`config.mk`:
```
export PLATFORM = sky130hd
export DESIGN_NAME = dm_access_ctrl
export DESIGN_NICKNAME = d
export VERILOG_FILES = /design/src/rtl/mem_ops_pkg.sv /design/src/rtl/dm_load_ext.sv /design/src/rtl/dm_access_ctrl.sv
export SDC_FILE = /design/constraint.sdc
export NUM_CORES = 1
export LEC_CHECK = 0
export CAP_MARGIN = 20
export CORE_ASPECT_RATIO = 0.7
export CORE_MARGIN = 5
export CORE_UTILIZATION = 30
export DETAILED_ROUTE_END_ITERATION = 8
export PLACE_DENSITY = 0.8
export SYNTH_ARGS = -nofsm -noshare
export SYNTH_HDL_FRONTEND = slang
export SYNTH_SLANG_ARGS = --single-unit
```
`constraint.sdc`:
```
create_clock -name clk -period 3 [get_ports clk]
set_input_delay 0.6 -clock clk [delete_from_list [all_inputs] [get_ports clk]]
set_output_delay 0.6 -clock clk [all_outputs]
set_load 0.02 [all_outputs]
```
`src/rtl/mem_ops_pkg.sv`:
```
// ============================================================================
// Module  : mem_ops_pkg
// Brief   : Memory op codes, access-controller FSM encoding and lane helpers.
// Revision: 1.0  initial release
// ============================================================================
`default_nettype none

package mem_ops_pkg;

   localparam logic [3:0] OP_NONE = 4'd0;
   localparam logic [3:0] OP_LW   = 4'd1;
   localparam logic [3:0] OP_LH   = 4'd2;
   localparam logic [3:0] OP_LHU  = 4'd3;
   localparam logic [3:0] OP_LB   = 4'd4;
   localparam logic [3:0] OP_LBU  = 4'd5;
   localparam logic [3:0] OP_SW   = 4'd8;
   localparam logic [3:0] OP_SH   = 4'd9;
   localparam logic [3:0] OP_SB   = 4'd10;

   localparam int BYTE_W = 8;
   localparam int HALF_W = 16;
   localparam int WORD_W = 32;

   typedef enum logic [0:0] {
      ST_IDLE  = 1'b0,
      ST_MERGE = 1'b1
   } state_e;

   // Replace one byte or halfword lane of a little-endian word.
   function automatic logic [WORD_W-1:0] merge_lane(
      input logic [WORD_W-1:0] old_w,
      input logic [WORD_W-1:0] src,
      input logic              is_half,
      input logic [1:0]        off
   );
      logic [WORD_W-1:0] r;
      r = old_w;
      if (is_half)
         r[{off[1], 4'b0000} +: HALF_W] = src[HALF_W-1:0];
      else
         r[{off, 3'b000} +: BYTE_W] = src[BYTE_W-1:0];
      return r;
   endfunction

endpackage

`default_nettype wire

```
`src/rtl/dm_load_ext.sv`:
```
// ============================================================================
// Module  : dm_load_ext
// Brief   : Load lane select with sign/zero extension.
// Revision: 1.0  initial release
// ============================================================================
`default_nettype none

module dm_load_ext
   import mem_ops_pkg::*;
(
   input  logic [3:0]        i_op,
   input  logic [1:0]        i_off,
   input  logic [WORD_W-1:0] i_word,
   output logic [WORD_W-1:0] o_data
);

   logic [BYTE_W-1:0] w_byte;
   logic [HALF_W-1:0] w_half;

   assign w_byte = i_word[{i_off, 3'b000} +: BYTE_W];
   assign w_half = i_word[{i_off[1], 4'b0000} +: HALF_W];

   always_comb begin
      o_data = '0;
      case (i_op)
         OP_LW:   o_data = i_word;
         OP_LH:   o_data = {{(WORD_W-HALF_W){w_half[HALF_W-1]}}, w_half};
         OP_LHU:  o_data = {{(WORD_W-HALF_W){1'b0}}, w_half};
         OP_LB:   o_data = {{(WORD_W-BYTE_W){w_byte[BYTE_W-1]}}, w_byte};
         OP_LBU:  o_data = {{(WORD_W-BYTE_W){1'b0}}, w_byte};
         default: o_data = '0;
      endcase
   end

endmodule

`default_nettype wire

```
`src/rtl/dm_access_ctrl.sv`:
```
// ============================================================================
// Module  : dm_access_ctrl
// Brief   : MEM-stage data-memory controller with partial-store read-modify-write.
// Revision: 1.0  initial release
// ============================================================================
`default_nettype none

module dm_access_ctrl
   import mem_ops_pkg::*;
#(
   parameter logic [31:0] ADDR_LIMIT = 32'h0000_3000
) (
   input  logic        clk,
   input  logic        reset,
   input  logic        valid_i,
   input  logic [3:0]  op_i,
   input  logic [31:0] addr_i,
   input  logic [31:0] wdata_i,
   input  logic [31:0] pc_i,
   output logic        stall_o,
   output logic [31:0] rdata_o,
   output logic        exc_adel_o,
   output logic        exc_ades_o,
   output logic [31:0] dm_a_o,
   output logic        dm_we_o,
   output logic [31:0] dm_wd_o,
   output logic [31:0] dm_pc_o,
   input  logic [31:0] dm_rd_i
);

   state_e      r_state;
   state_e      w_next;
   logic [31:0] r_old;

   logic        w_is_load;
   logic        w_is_store;
   logic        w_is_word;
   logic        w_is_half;
   logic        w_is_part;
   logic        w_bad;
   logic        w_ok;
   logic [31:0] w_ext;

   assign w_is_load  = (op_i == OP_LW) || (op_i == OP_LH) || (op_i == OP_LHU) ||
                       (op_i == OP_LB) || (op_i == OP_LBU);
   assign w_is_store = (op_i == OP_SW) || (op_i == OP_SH) || (op_i == OP_SB);
   assign w_is_word  = (op_i == OP_LW) || (op_i == OP_SW);
   assign w_is_half  = (op_i == OP_LH) || (op_i == OP_LHU) || (op_i == OP_SH);
   assign w_is_part  = (op_i == OP_SH) || (op_i == OP_SB);

   assign w_bad = valid_i && (w_is_load || w_is_store) &&
                  ((w_is_word && (addr_i[1:0] != 2'b00)) ||
                   (w_is_half && addr_i[0]) ||
                   (addr_i >= ADDR_LIMIT));
   assign w_ok  = valid_i && !w_bad;

   assign exc_adel_o = w_bad && w_is_load;
   assign exc_ades_o = w_bad && w_is_store;
   assign dm_a_o     = {addr_i[31:2], 2'b00};
   assign dm_pc_o    = pc_i;

   dm_load_ext u_load_ext (
      .i_op   (op_i),
      .i_off  (addr_i[1:0]),
      .i_word (dm_rd_i),
      .o_data (w_ext)
   );

   assign rdata_o = (w_is_load && !w_bad) ? w_ext : 32'h0;

   always_comb begin
      w_next  = r_state;
      stall_o = 1'b0;
      dm_we_o = 1'b0;
      dm_wd_o = wdata_i;
      case (r_state)
         ST_IDLE: begin
            if (w_ok && w_is_part) begin
               stall_o = 1'b1;
               w_next  = ST_MERGE;
            end else if (w_ok && (op_i == OP_SW)) begin
               dm_we_o = 1'b1;
            end
         end
         ST_MERGE: begin
            // Dropped valid or a changed op aborts the pending write.
            w_next = ST_IDLE;
            if (w_ok && w_is_part) begin
               dm_we_o = 1'b1;
               dm_wd_o = merge_lane(r_old, wdata_i, op_i == OP_SH, addr_i[1:0]);
            end
         end
         default: w_next = ST_IDLE;
      endcase
      if (reset) begin
         stall_o = 1'b0;
         dm_we_o = 1'b0;
      end
   end

   always_ff @(posedge clk) begin
      if (reset) begin
         r_state <= ST_IDLE;
         r_old   <= 32'h0;
      end else begin
         r_state <= w_next;
         if ((r_state == ST_IDLE) && (w_next == ST_MERGE))
            r_old <= dm_rd_i;
      end
   end

endmodule

`default_nettype wire

```
==> results.toml <==
[cts]
clkSlewWorstSetupHoldPaths_ns = 0.05
clock_path_buffers = 2
numCtsBuffers = 5
cts_sinks = 33
htree_levels = 2
worst_skew_pair.late_latency_ns = 0.28
cts_tree = "done"
cts_root_buf = "clkbuf_16"
hold_buffers = 0

[synthesis]
synth_top_family_by_area = "compound AO/OA/AOI/OAI gates"
yosys.area_share.simple_pct = 16.2
syn-cell-area_mm2 = 0.00330
syn_area_per_cell_um2 = 7.85
synthArstFlopShare_pct = 0
synth.area.top_cells = "dfxtp_1 (20%), buf_4 (15%), mux2i_1 (10%)"
synth_xor_area_share_pct = 0.266
synth_compound_area_share_pct = 26.4
synth_edf_count = 0
synth_top_cell_area_share_pct = 20.0
synthFlopType = "dfxtp_1"
ys_warn_count = 0
ys_seq_elements = 33
yosysMostFrequentCell = "nor2_1"
synth-adder-area-share_pct = 1.52
ys_types = 52
synthMuxAreaShare_pct = 14.8
yosysSeqAreaShare_pct = 20.0
synth_top_area_cell = "dfxtp_1"
syn-instance-count = 420
synth_commonest_cells = "nor2_1 (70), buf_4 (65), a21oi_1 (46)"

[power_and_ir_drop]
ir_drop_mv = 0.242
p_int_mw = 1.22
power_frac_seq_pct = 26.1
comb_power_share_pct = 39.1
p_switching_uw = 514
finalPower_mw = 1.73
p_leak_nw = 2.85
p_sw_share_pct = 29.7
clockPowerShare_pct = 34.8
p_per_area_mw_per_mm2 = 261

[die]
rows = 32
start_util_pct = 30.3
die-width_um = 135
io_pins = 267
die_h_um = 97.7
core_mm2 = 0.0109
die_area_mm2 = 0.0132

[worst_setup_path]
crit_path_start_kind = "input pin"
setup.worst_path.start = "addr_i[26]"
reg2reg_to = "r_old[8]"
reg2reg_depth = 5
crit_family = "compound AO/OA/AOI/OAI gates"
path_class = "in2out"
reg2reg_from = "r_state"
end_kind = "output port"
cp_slowest_stage_delay_ns = 0.53
cp.buffers_inverters = 4
worstPathCellList = "buf_6 > or4_4 > a2111oi_4 > o311a_4 > o211a_4 > buf_6 > bufbuf_16 > a22o_1 > buf_6"
path_max_fanout = 4
cpMaxStageDelayCell = "or4_4"
ff2ff_setup_slack_ns = 1.38
crit_top_cell = "buf_6"
cp.arrival_ns = 2.61
worstPathRequired_ns = 2.40

[finish]
n_fill_cell = 900
area_delta_synth_final_pct = 101
n_antenna_cell = 0
drive_gt1_share_pct = 49.7
layout.nets = 766

[min_path]
hold_class = "reg2reg"
whs_path_depth = 2
hold_end = "r_old[16]"
min_from = "r_old[16]"

[outcome]
violations = "setup timing"
outcome = "complete, but fails checks"

[place]
dp_hpwl_um = 11600
gp_congestion = 0.885
port_buffers = 180

[flow_run]
maxCapViolations = 0

[routing]
totalWireLength_um = 16100
wire_per_inst_um = 20.7
firstDrtPassIters = 7
vias = 4194
postRouteAntennaNets = 0
drc = 0
drt-initial-drc-count = 267
viasPerCell = 5.37

[global_routing]
grtUsageTotal_pct = 22.7
grt-ovfl-total = 0
grt_pass1_vias = 4309
grt_max_degree = 34
antenna_found_initial = 0
grt_first_pass_wirelength_um = 23700

[sta]
fin_skew_ns = 0.00375
rsz0062_at_grt = "true"
finalCritPeriodShare_pct = 107
final-setup-viol-count = 57
whs_ns = 0.495
drv_slew = 0
hold_violations = 0
max_freq_mhz = 311
fin_crit_ns = 3.21
slew_headroom_pct = 61.6
timing.final.ws_setup_ns = -0.212
worst_pin_slew_ns = 0.571
final cells by class:
cell class | count | area (µm²) | area share (%)
multi-input combinational | 290 | 2680 | 40.4
clock buffer | 7 | 143 | 2.15
sequential | 33 | 661 | 9.97
clock inverter | 1 | 30.0 | 0.453
inverter | 3 | 11.3 | 0.170
tap | 153 | 191 | 2.89
timing repair buffer | 294 | 2920 | 44.0
placed cells by master, fill, tap and decap left out, types with 3 or more instances in the layout:
cell type | Yosys | routed
buf_16 | 0 | 5
nand2_1 | 18 | 18
nor2_4 | 0 | 17
nor2_1 | 70 | 49
inv_2 | 0 | 3
a21oi_1 | 46 | 5
nor4_2 | 0 | 3
nor2_2 | 0 | 4
a21oi_4 | 0 | 23
buf_4 | 65 | 96
clkdlybuf4s50_1 | 0 | 91
nor2b_1 | 3 | 3
nand2b_4 | 0 | 4
dlygate4sd2_1 | 0 | 10
dfxtp_1 | 33 | 33
clkbuf_16 | 0 | 6
buf_6 | 7 | 63
ha_1 | 4 | 3
buf_12 | 0 | 8
a222oi_1 | 15 | 15
a22o_4 | 0 | 8
mux2_2 | 14 | 14
a22oi_1 | 16 | 14
buf_2 | 9 | 14
a22o_1 | 24 | 16
nand2b_1 | 7 | 4
mux2i_1 | 33 | 33
a21oi_2 | 0 | 18
registers in the layout, summed over array words and instances, names as in the netlist:
register,flops
r_state,1
r_old,32
cell families (layout without fill, tap and decap cells):
kind of cell,after synthesis,after routing
AOI/OAI and AO/OA,118,118
and+or+nand+nor,117,118
buffers and inverters,99,305
muxes,47,47
DFF,33,33
adders and majority gates,4,4
other,1,2
xor gates and xnor gates,1,1
what timing repair did:
action,CTS,global route
gates cloned,7,1
endpoints found under the setup margin,69,68
endpoints found under the hold margin,0,0
gates resized for setup,395,126
pin swaps,28,13
buffers inserted,14,7
layer usage:
layer | up-vias | part of all wire, % | wire length (µm) | track usage (%)
met5 | - | 0 | 0 | 0
met1 | 2025 | 39 | 6290 | 26.6
met2 | 242 | 49 | 7980 | 40.2
met4 | 0 | 2.9 | 464 | 6.97
li1 | 1886 | - | - | -
met3 | 41 | 8.7 | 1400 | 6.26
worst register-to-register path, delay by kind of cell, from the launching register on:
| family | cells | cell delay [ns] |
|---|---|---|
| buffers and inverters | 1 | 0.50 |
| muxes | 1 | 0.33 |
| DFF | 1 | 0.40 |
| AOI/OAI and AO/OA | 1 | 0.10 |
| and+or+nand+nor | 2 | 0.17 |
how the worst max path moves through the flow:
stage	to	slack [ns]	depth (start not counted)
2_1_floorplan	rdata_o[29]	-0.05	7
3_3_place_gp	dm_wd_o[21]	-1.11	9
3_5_place_dp	dm_wd_o[28]	-1.18	9
4_1_cts	dm_wd_o[12]	-0.19	10
5_1_grt	dm_wd_o[12]	-0.28	10
6_report	dm_wd_o[12]	-0.21	9
through the flow:
| step | cell area (µm²) | util, % | setup slack (ns) | TNS, ns | instances |
|---|---|---|---|---|---|
| 2_1_floorplan | 3660 | - | -0.0493 | -1.42 | 421 |
| 3_5_place_dp | 5690 | 52.3 | -1.18 | -79.63 | 745 |
| 4_1_cts | 6330 | 58.1 | -0.194 | -8.74 | 774 |
| 6_report | 6630 | 60.9 | -0.212 | -6.16 | 781 |
| 5_1_grt | 6630 | 60.9 | -0.280 | -10.66 | 781 |
| 3_3_place_gp | 5690 | 52.3 | -1.11 | -74.34 | 745 |
power groups by stage:
stage               clock (mW)  combinational (mW)  sequential (mW)
detailed placement           0               0.608            0.460
global placement             0               0.596            0.460
finish                   0.602               0.677            0.451
global route             0.629               0.713            0.451
floorplan                    0               0.353            0.458
CTS                      0.602               0.624            0.451
Power figures use the tool's default switching activity.
